<file path="config.mk">
export PLATFORM = sky130hd
export DESIGN_NAME = counter_cmd_seq
export DESIGN_NICKNAME = d
export VERILOG_FILES = /design/src/rtl/counter_cmd_seq_pkg.sv /design/src/rtl/counter_cmd_seq.sv
export SDC_FILE = /design/constraint.sdc
export NUM_CORES = 1
export LEC_CHECK = 0
export ABC_AREA = 1
export ABC_CLOCK_PERIOD_IN_PS = 2700
export CORE_UTILIZATION = 55
export CTS_CLUSTER_SIZE = 16
export DETAILED_ROUTE_END_ITERATION = 16
export GPL_ROUTABILITY_DRIVEN = 0
export PLACE_DENSITY = 0.87
export SLEW_MARGIN = 5
export SYNTH_ARGS = -nofsm -noshare
export SYNTH_HDL_FRONTEND = slang
export SYNTH_SLANG_ARGS = --single-unit
</file>
<file path="constraint.sdc">
create_clock -name clk -period 2.7 [get_ports clk]
set_input_delay 0.27 -clock clk [delete_from_list [all_inputs] [get_ports clk]]
set_output_delay 0.27 -clock clk [all_outputs]
set_load 0.005 [all_outputs]
</file>
<file path="src/rtl/counter_cmd_seq_pkg.sv">
// ============================================================================
// counter_cmd_seq_pkg : shared op encodings, state type and default widths
// Rev 1.0
// ============================================================================
`default_nettype none

package counter_cmd_seq_pkg;

    localparam int DEF_WIDTH = 8;
    localparam int DEF_N_W   = 8;

    localparam logic [1:0] OP_CLEAR = 2'b00;
    localparam logic [1:0] OP_LOAD  = 2'b01;
    localparam logic [1:0] OP_UP    = 2'b10;
    localparam logic [1:0] OP_DOWN  = 2'b11;

    typedef enum logic [1:0] {
        ST_IDLE = 2'd0,
        ST_CLR  = 2'd1,
        ST_LD   = 2'd2,
        ST_RUN  = 2'd3
    } state_t;

endpackage

`default_nettype wire

</file>
<file path="src/rtl/counter_cmd_seq.sv">
// ============================================================================
// counter_cmd_seq : turns CLEAR/LOAD/UP-N/DOWN-N commands into counter control
// Rev 1.0
// ============================================================================
`default_nettype none

module counter_cmd_seq
    import counter_cmd_seq_pkg::*;
#(
    parameter int WIDTH = DEF_WIDTH,
    parameter int N_W   = DEF_N_W
) (
    input  logic             clk,
    input  logic             clr,
    input  logic             cmd_valid,
    output logic             cmd_ready,
    input  logic [1:0]       cmd_op,
    input  logic [WIDTH-1:0] cmd_data,
    output logic             cmd_done,
    output logic             cnt_clr,
    output logic             cnt_ld,
    output logic             cnt_mode,
    output logic [WIDTH-1:0] cnt_d_in,
    output logic [WIDTH-1:0] exp_count
);

    state_t           state_q,     state_d;
    logic [WIDTH-1:0] shadow_q,    shadow_d;
    logic [WIDTH-1:0] data_q,      data_d;
    logic [N_W-1:0]   remaining_q, remaining_d;
    logic             dir_q,       dir_d;

    logic             cmd_ready_q, cmd_ready_d;
    logic             cmd_done_q,  cmd_done_d;
    logic             cnt_clr_q,   cnt_clr_d;
    logic             cnt_ld_q,    cnt_ld_d;
    logic             cnt_mode_q,  cnt_mode_d;
    logic [WIDTH-1:0] cnt_d_in_q,  cnt_d_in_d;

    logic [N_W-1:0]   w_step;
    assign w_step = cmd_data[N_W-1:0];

    always_comb begin
        state_d     = state_q;
        shadow_d    = shadow_q;
        data_d      = data_q;
        remaining_d = remaining_q;
        dir_d       = dir_q;

        case (state_q)
            ST_IDLE: begin
                if (cmd_valid && cmd_ready_q) begin
                    case (cmd_op)
                        OP_CLEAR: state_d = ST_CLR;
                        OP_LOAD: begin
                            state_d = ST_LD;
                            data_d  = cmd_data;
                        end
                        default: begin
                            if (w_step == '0) begin
                                // Zero-length step: reload the shadow as a one-cycle no-op
                                state_d = ST_LD;
                                data_d  = shadow_q;
                            end else begin
                                state_d     = ST_RUN;
                                remaining_d = w_step;
                                dir_d       = ~cmd_op[0];
                            end
                        end
                    endcase
                end
            end
            ST_CLR: begin
                shadow_d = '0;
                state_d  = ST_IDLE;
            end
            ST_LD: begin
                shadow_d = data_q;
                state_d  = ST_IDLE;
            end
            ST_RUN: begin
                shadow_d    = dir_q ? shadow_q + WIDTH'(1) : shadow_q - WIDTH'(1);
                remaining_d = remaining_q - N_W'(1);
                if (remaining_q <= N_W'(1)) begin
                    state_d = ST_IDLE;
                end
            end
            default: state_d = ST_IDLE;
        endcase
    end

    // Outputs are decoded from the next state so they are registered yet
    // present during the cycle the counter samples them.
    always_comb begin
        cmd_ready_d = 1'b0;
        cmd_done_d  = 1'b0;
        cnt_clr_d   = 1'b0;
        cnt_ld_d    = 1'b0;
        cnt_mode_d  = 1'b0;
        cnt_d_in_d  = '0;

        case (state_d)
            ST_IDLE: begin
                cmd_ready_d = 1'b1;
                cnt_ld_d    = 1'b1;
                cnt_d_in_d  = shadow_d;
            end
            ST_CLR: begin
                cnt_clr_d  = 1'b1;
                cmd_done_d = 1'b1;
            end
            ST_LD: begin
                cnt_ld_d   = 1'b1;
                cnt_d_in_d = data_d;
                cmd_done_d = 1'b1;
            end
            ST_RUN: begin
                cnt_mode_d = dir_d;
                cnt_d_in_d = shadow_d;
                cmd_done_d = (remaining_d == N_W'(1));
            end
            default: begin
                cmd_ready_d = 1'b0;
            end
        endcase
    end

    always_ff @(posedge clk or posedge clr) begin
        if (clr) begin
            state_q     <= ST_IDLE;
            shadow_q    <= '0;
            data_q      <= '0;
            remaining_q <= '0;
            dir_q       <= 1'b0;
            cmd_ready_q <= 1'b0;
            cmd_done_q  <= 1'b0;
            cnt_clr_q   <= 1'b1;
            cnt_ld_q    <= 1'b0;
            cnt_mode_q  <= 1'b0;
            cnt_d_in_q  <= '0;
        end else begin
            state_q     <= state_d;
            shadow_q    <= shadow_d;
            data_q      <= data_d;
            remaining_q <= remaining_d;
            dir_q       <= dir_d;
            cmd_ready_q <= cmd_ready_d;
            cmd_done_q  <= cmd_done_d;
            cnt_clr_q   <= cnt_clr_d;
            cnt_ld_q    <= cnt_ld_d;
            cnt_mode_q  <= cnt_mode_d;
            cnt_d_in_q  <= cnt_d_in_d;
        end
    end

    assign cmd_ready = cmd_ready_q;
    assign cmd_done  = cmd_done_q;
    assign cnt_clr   = cnt_clr_q;
    assign cnt_ld    = cnt_ld_q;
    assign cnt_mode  = cnt_mode_q;
    assign cnt_d_in  = cnt_d_in_q;
    assign exp_count = shadow_q;

endmodule

`default_nettype wire

</file>
==> metrics.txt, run 1 <==
worst r2r src=remaining_q[0]$_DFF_PP0_; layout overhead on the synthesized area=18.89%; Yosys warning total=0; Syn Nets=377; worst min-delay path class=in2async; maximum number of pins on one net before global-route repair=slightly above 40; die area=0.004925 mm²; first-pass GRT wire length=10540 µm; worst-path fanout max=6; GR Overflow Total=0; power per standard cell area=1258 mW/mm²; most frequent cells in the layout=nand2_1, inv_1, dfrtp_1; ys async rst share=1.000; # Post-CTS Setup Buffers=0; worst-case vdd ir drop=938.8 µV; M1 wire length=about 2800 µm; post-synthesis cell area=0.002556 mm²; clock power share=0.106; routed wire length=6342 µm; # port buffers=33; vias per std cell=5.583; area of the multi-input gates=0.001313 mm²; Layout Utilization=0.6885; Post-synth top flop=dfrtp_1; DR top layer=met4; Lkg Pwr=0.001482 µW; worst setup path class=reg2reg; Seq/Total Area, Yosys=0.3921; commonest non-fill, non-tap cell in the layout=nand2_1; Final Cell Area=about 0.0030 mm²; Internal Power=2009 µW; crit-path max cell delay=about 0.43 ns; FMAX=approximately 0.40 GHz; Max-slew headroom=0.6712; post-route DRC violation count=0; Switching Fraction=0.4743; Fill cells=343; placed cell area=0.002948 mm²; CTS Root Cell=clkbuf_8; Clk pin slew, worst setup/hold paths=0.08 ns; final number of hold-violating endpoints=0; metal2 WL=2982 µm; Worst Path Buf+Inv=3; Final Max Slew Viols=0; Core Area=0.004414 mm²; TritonCTS Buffers=5; clock latency on the worst-skew pair=0.30 ns; CTS Sinks=40; wire length per cell=14.55 µm; slowest CP cell=dfrtp_1; Setup violations, final=0; final hold slack=approximately 0.4 ns; H-tree depth=2; die height=70.18 µm; Slew @ Worst Pin=between 0.4 and 0.5 ns; routed vias=between 2000 and 2500; status=finished clean; Nets=between 400 and 500; sw power=1813 µW; post-synth cell types=37; DR pass1 iterations=7; maxcap violations=0; crit path time final=2.477 ns; Initial Util=0.5791; synthesized area per cell=7.367 µm²; WP data required=approximately 2.9 ns; number of flops mapped to enable cells by yosys=0; crit start category=flip-flop; Sequential Area=~0.001 mm²; met3 WL=441 µm; sum of negative setup slack=0 ns; clk_skew=0.006645 ns; CTS tree=yes; Longest Clk Path Bufs=2; initial antenna violation count=0; CP Capture Type=flip-flop; Largest delay share family, worst path=compound AO/OA/AOI/OAI gates; worst r2r path cells=13; share of cells above drive strength 1=0.08073; RR Endpoint=cmd_done$_DFF_PP0_; WP data arrival=2.71 ns; Routed Antenna Nets=0; row count=24; Ant. Diodes=0; vias in the first global route=2226; Worst R2R Setup Slack=0.22 ns; total track usage=0.2796; dpl hpwl=4675 µm; post-synthesis register bit count=40; Starting DRT DRC Count=219; CP Cell Sequence=inv_1 -> ha_1 -> o2111ai_1 -> a21oi_1 -> a211oi_1 -> buf_4 -> ha_1 -> inv_1 -> nor2_1 -> nand3_1 -> nor2_1 -> nand2_1 -> a21oi_2; period utilization=0.9173; share of power burned in registers=0.292; RSZ-0062 raised after global routing=no; Die W=70.18 µm; IO Count=34; Cells after Synth=about 350; Comb power frac=0.602
==> cells by family (layout without fill, tap and decap cells) <==
group,Yosys count,in the layout,synth area share
XOR/XNOR,2,2,0.006854
AO/OA/AOI/OAI,70,70,0.1625
adder cells (fa/ha/maj),17,17,0.08615
AND/OR/NAND/NOR,155,155,0.2570
buffers and inverters,63,100,0.09545
flip-flops,40,40,0.3921
==> what timing repair did <==
item	in CTS	in global routing
setup endpoints to repair	0	1
hold buffers	0	0
resized for setup	0	1
==> metal layers <==
metal,vias up,GRT usage
met5,-,0.01111
met4,0,0.1089
met3,20,0.06349
met2,104,0.4476
met1,1126,0.3680
li1,1184,-
==> state kept, by name, indices dropped and copies added, names as in the netlist <==
| register | cells |
|---|---|
| cmd_ready | 1 |
| remaining_q | 8 |
| dir_q | 1 |
| cnt_ld | 1 |
| exp_count | 8 |
| data_q | 8 |
| cnt_d_in | 8 |
| cnt_mode | 1 |
| state_q | 2 |
| cmd_done | 1 |
| cnt_clr | 1 |
==> final cells by class <==
| type | instances | area share |
|---|---|---|
| clock buffer | 6 | 0.02388 |
| clock inverter | 2 | 0.005352 |
| inverter | 54 | 0.06669 |
| multi-input combinational | 244 | 0.4319 |
| sequential | 40 | 0.3298 |
| tap | 52 | 0.02141 |
| timing repair buffer | 38 | 0.1210 |
==> how the worst max path moves through the flow <==
stage | startpoint | to | cells after the start
final | remaining_q[0]$_DFF_PP0_ | cmd_done$_DFF_PP0_ | 13
after global routing | remaining_q[0]$_DFF_PP0_ | cnt_d_in[3]$_DFF_PP0_ | 9
after CTS | remaining_q[0]$_DFF_PP0_ | cnt_d_in[7]$_DFF_PP0_ | 9
after detailed placement | cmd_data[2] | cmd_done$_DFF_PP0_ | 15
after global placement | cmd_data[2] | cmd_done$_DFF_PP0_ | 15
after floorplan | state_q[0]$_DFF_PP0_ | cnt_d_in[7]$_DFF_PP0_ | 15
==> power by group through the flow <==
stage	logic, µW	registers, µW	clock network (µW)
floorplan	1550	1080	0
global placement	2170	1110	0
detailed placement	2240	1120	0
CTS	2270	1110	411
global route	2610	1150	435
finish	2300	1120	403
==> synthesized netlist by cell type (all sizes together), types with 7 or more instances <==
master	n	area share
nor2	32	0.057
ha	16	0.078
nand2	98	0.15
o22ai	7	0.017
nand3	19	0.037
buf	7	0.013
dfrtp	39	0.38
inv	53	0.078
a21oi	29	0.061
o21ai	24	0.053
==> metrics by stage <==
stage                     setup WS (ns)  instances  total power (µW)
after floorplan                  0.2319        347              2621
final                            0.2233        436              3823
after global routing            0.07082        436              4192
after CTS                        0.2249        436              3793
after global placement           0.1269        428              3278
after detailed placement        0.08597        428              3355
==> worst min-delay path, delay by kind of cell <==
family   cells  cell delay (ns)
buf+inv      3             0.86
Power figures use the tool's default switching activity.
==> inputs of run 2 (changes only) <==
GPL_ROUTABILITY_DRIVEN = not set   (was 0)
==> metrics.txt, run 2 (synthesis gave the netlist of run 1 again) <==
share of cells above drive strength 1=0.08312 (+0.002388); worst setup path class=reg2reg; Longest Clk Path Bufs=2 (unchanged); Lkg Pwr=0.001486 µW (+0.28%); GR Overflow Total=0 (unchanged); CTS tree=yes; worst r2r src=remaining_q[0]$_DFF_PP0_; post-placement cell count=429 (+0.23%); # port buffers=33 (unchanged); Core Area=0.004414 mm² (unchanged); layout overhead on the synthesized area=19.19%; final cell count without fillers=437 (+0.23%); maxcap violations=0 (unchanged); Slew @ Worst Pin=0.5115 ns (+0.01836 ns); Fill cells=357 (+4.1%); first-pass GRT wire length=10410 µm (-1.2%); most frequent cells in the layout=nand2_1, inv_1, dfrtp_1; DR pass1 iterations=4 (-3); row count=24 (unchanged); CP Capture Type=flip-flop; initial antenna violation count=0 (unchanged); Setup violations, final=0 (unchanged); WP data arrival=2.75 ns (+0.04 ns); vias per std cell=5.467 (-2.1%); Die W=70.18 µm (unchanged); CTS Sinks=40 (unchanged); Layout Utilization=0.6902 (+0.001701); status=finished clean; Final Max Slew Viols=0 (unchanged); sum of negative setup slack=0 ns (unchanged); Starting DRT DRC Count=221 (+0.91%); period utilization=0.9339 (+0.01664); Initial Util=0.5791 (unchanged); # Post-CTS Setup Buffers=0 (unchanged); worst-case vdd ir drop=826.2 µV (-12%); dpl hpwl=4782 µm (+2.3%); die area=0.004925 mm² (unchanged); Max-slew headroom=0.6590 (-0.01224); FMAX=0.3966 GHz (-1.8%); maximum number of pins on one net before global-route repair=41 (unchanged); final number of hold-violating endpoints=0 (unchanged); RR Endpoint=cmd_done$_DFF_PP0_; CTS Root Cell=clkbuf_8; worst-path fanout max=6 (unchanged); routability congestion estimate=between 0.8 and 0.9; Ant. Diodes=0 (unchanged); placed cell area=0.002955 mm² (+0.25%); Sequential Area=0.001002 mm² (unchanged); clk_skew=0.005341 ns (-0.001304 ns); worst min-delay path class=in2async; IO Count=34 (unchanged); WP data required=2.93 ns (about the same); crit start category=flip-flop; TritonCTS Buffers=5 (unchanged); post-route DRC violation count=0 (unchanged); crit path time final=2.522 ns (+0.04492 ns); RSZ-0062 raised after global routing=no; vias in the first global route=2234 (+0.36%); power per standard cell area=1267 mW/mm² (+0.76%); Worst R2R Setup Slack=0.18 ns (-0.04 ns); die height=70.18 µm (unchanged); commonest non-fill, non-tap cell in the layout=nand2_1; Final Cell Area=0.003047 mm² (+0.25%); Clk pin slew, worst setup/hold paths=0.08 ns (about the same); routed wire length=6507 µm (+2.6%); wire length per cell=14.89 µm (+2.4%); Routed Antenna Nets=0 (unchanged); H-tree depth=2 (unchanged); clock latency on the worst-skew pair=0.30 ns (about the same); Nets=414 (+0.24%); worst r2r path cells=13 (unchanged); total track usage=0.2745 (-0.005100); routed vias=2389 (-1.8%); area of the multi-input gates=0.001313 mm² (unchanged)
-- run 2: cell types whose count changed in the layout (fill, tap and decap cells not counted) --
cell	change
buf_4	+1
-- run 2: through the flow --
stage                     power, µW  hold slack (ns)  worst slack [ns]
after CTS                      3818           0.4160            0.1676
after floorplan                2621           0.4860            0.2319
after detailed placement       3391           0.5120            0.1032
after global placement         3296           0.5134            0.1532
final                          3861           0.3950            0.1784
after global routing           4174           0.4692           0.02974
-- run 2: per-layer routing --
metal,vias to the layer above,routed length (µm),global-route usage
li1,1181,-,-
met1,1113,2814,0.3611
met3,17,430,0.05339
met4,0,180,0.1156
met5,-,0,0
met2,78,3082,0.4434
-- run 2: what timing repair did --
| action | 4_1_cts | 5_1_grt |
|---|---|---|
| hold buffers | 0 | 0 |
| setup endpoints to repair | 0 | 6 |
| resized for setup | 0 | 1 |
-- run 2: power breakdown --
group / internal (µW) / switching, µW / leakage (µW)
logic: 953 / 1390 / 0.000963
registers: 886 / 226 / 0.000482
clock network: 184 / 221 / 0.0000414
total: 2020 / 1840 / 0.00149
-- run 2: how the worst max path moves through the flow --
stage | from | endpoint | slack [ns] | cells after the start
floorplan | state_q[0]$_DFF_PP0_ | cnt_d_in[7]$_DFF_PP0_ | 0.23 | 15
global placement | cmd_data[2] | cmd_done$_DFF_PP0_ | 0.15 | 15
detailed placement | cmd_valid | cnt_d_in[7]$_DFF_PP0_ | 0.10 | 11
CTS | state_q[1]$_DFF_PP0_ | cnt_d_in[7]$_DFF_PP0_ | 0.17 | 12
global route | state_q[0]$_DFF_PP0_ | cnt_d_in[7]$_DFF_PP0_ | 0.03 | 12
finish | remaining_q[0]$_DFF_PP0_ | cmd_done$_DFF_PP0_ | 0.18 | 13
-- run 2: cell type report --
type                            instances  share of cell area
Clock buffer                            6             0.02382
Clock inverter                          2            0.005339
Inverter                               54             0.06653
Multi-Input combinational cell        244              0.4308
Sequential cell                        40              0.3290
Tap cell                               52             0.02136
Timing Repair Buffer                   39              0.1232
-- run 2: critical path: stages, from the launching register on --
cell and delay [ns]:
dfrtp_1 0.44, inv_1 0.08, ha_1 0.29, o2111ai_1 0.30
a21oi_1 0.15, a211oi_1 0.26, buf_4 0.19, ha_1 0.13
inv_1 0.06, nor2_1 0.10, nand3_1 0.09, nor2_1 0.13
nand2_1 0.10, a21oi_2 0.13
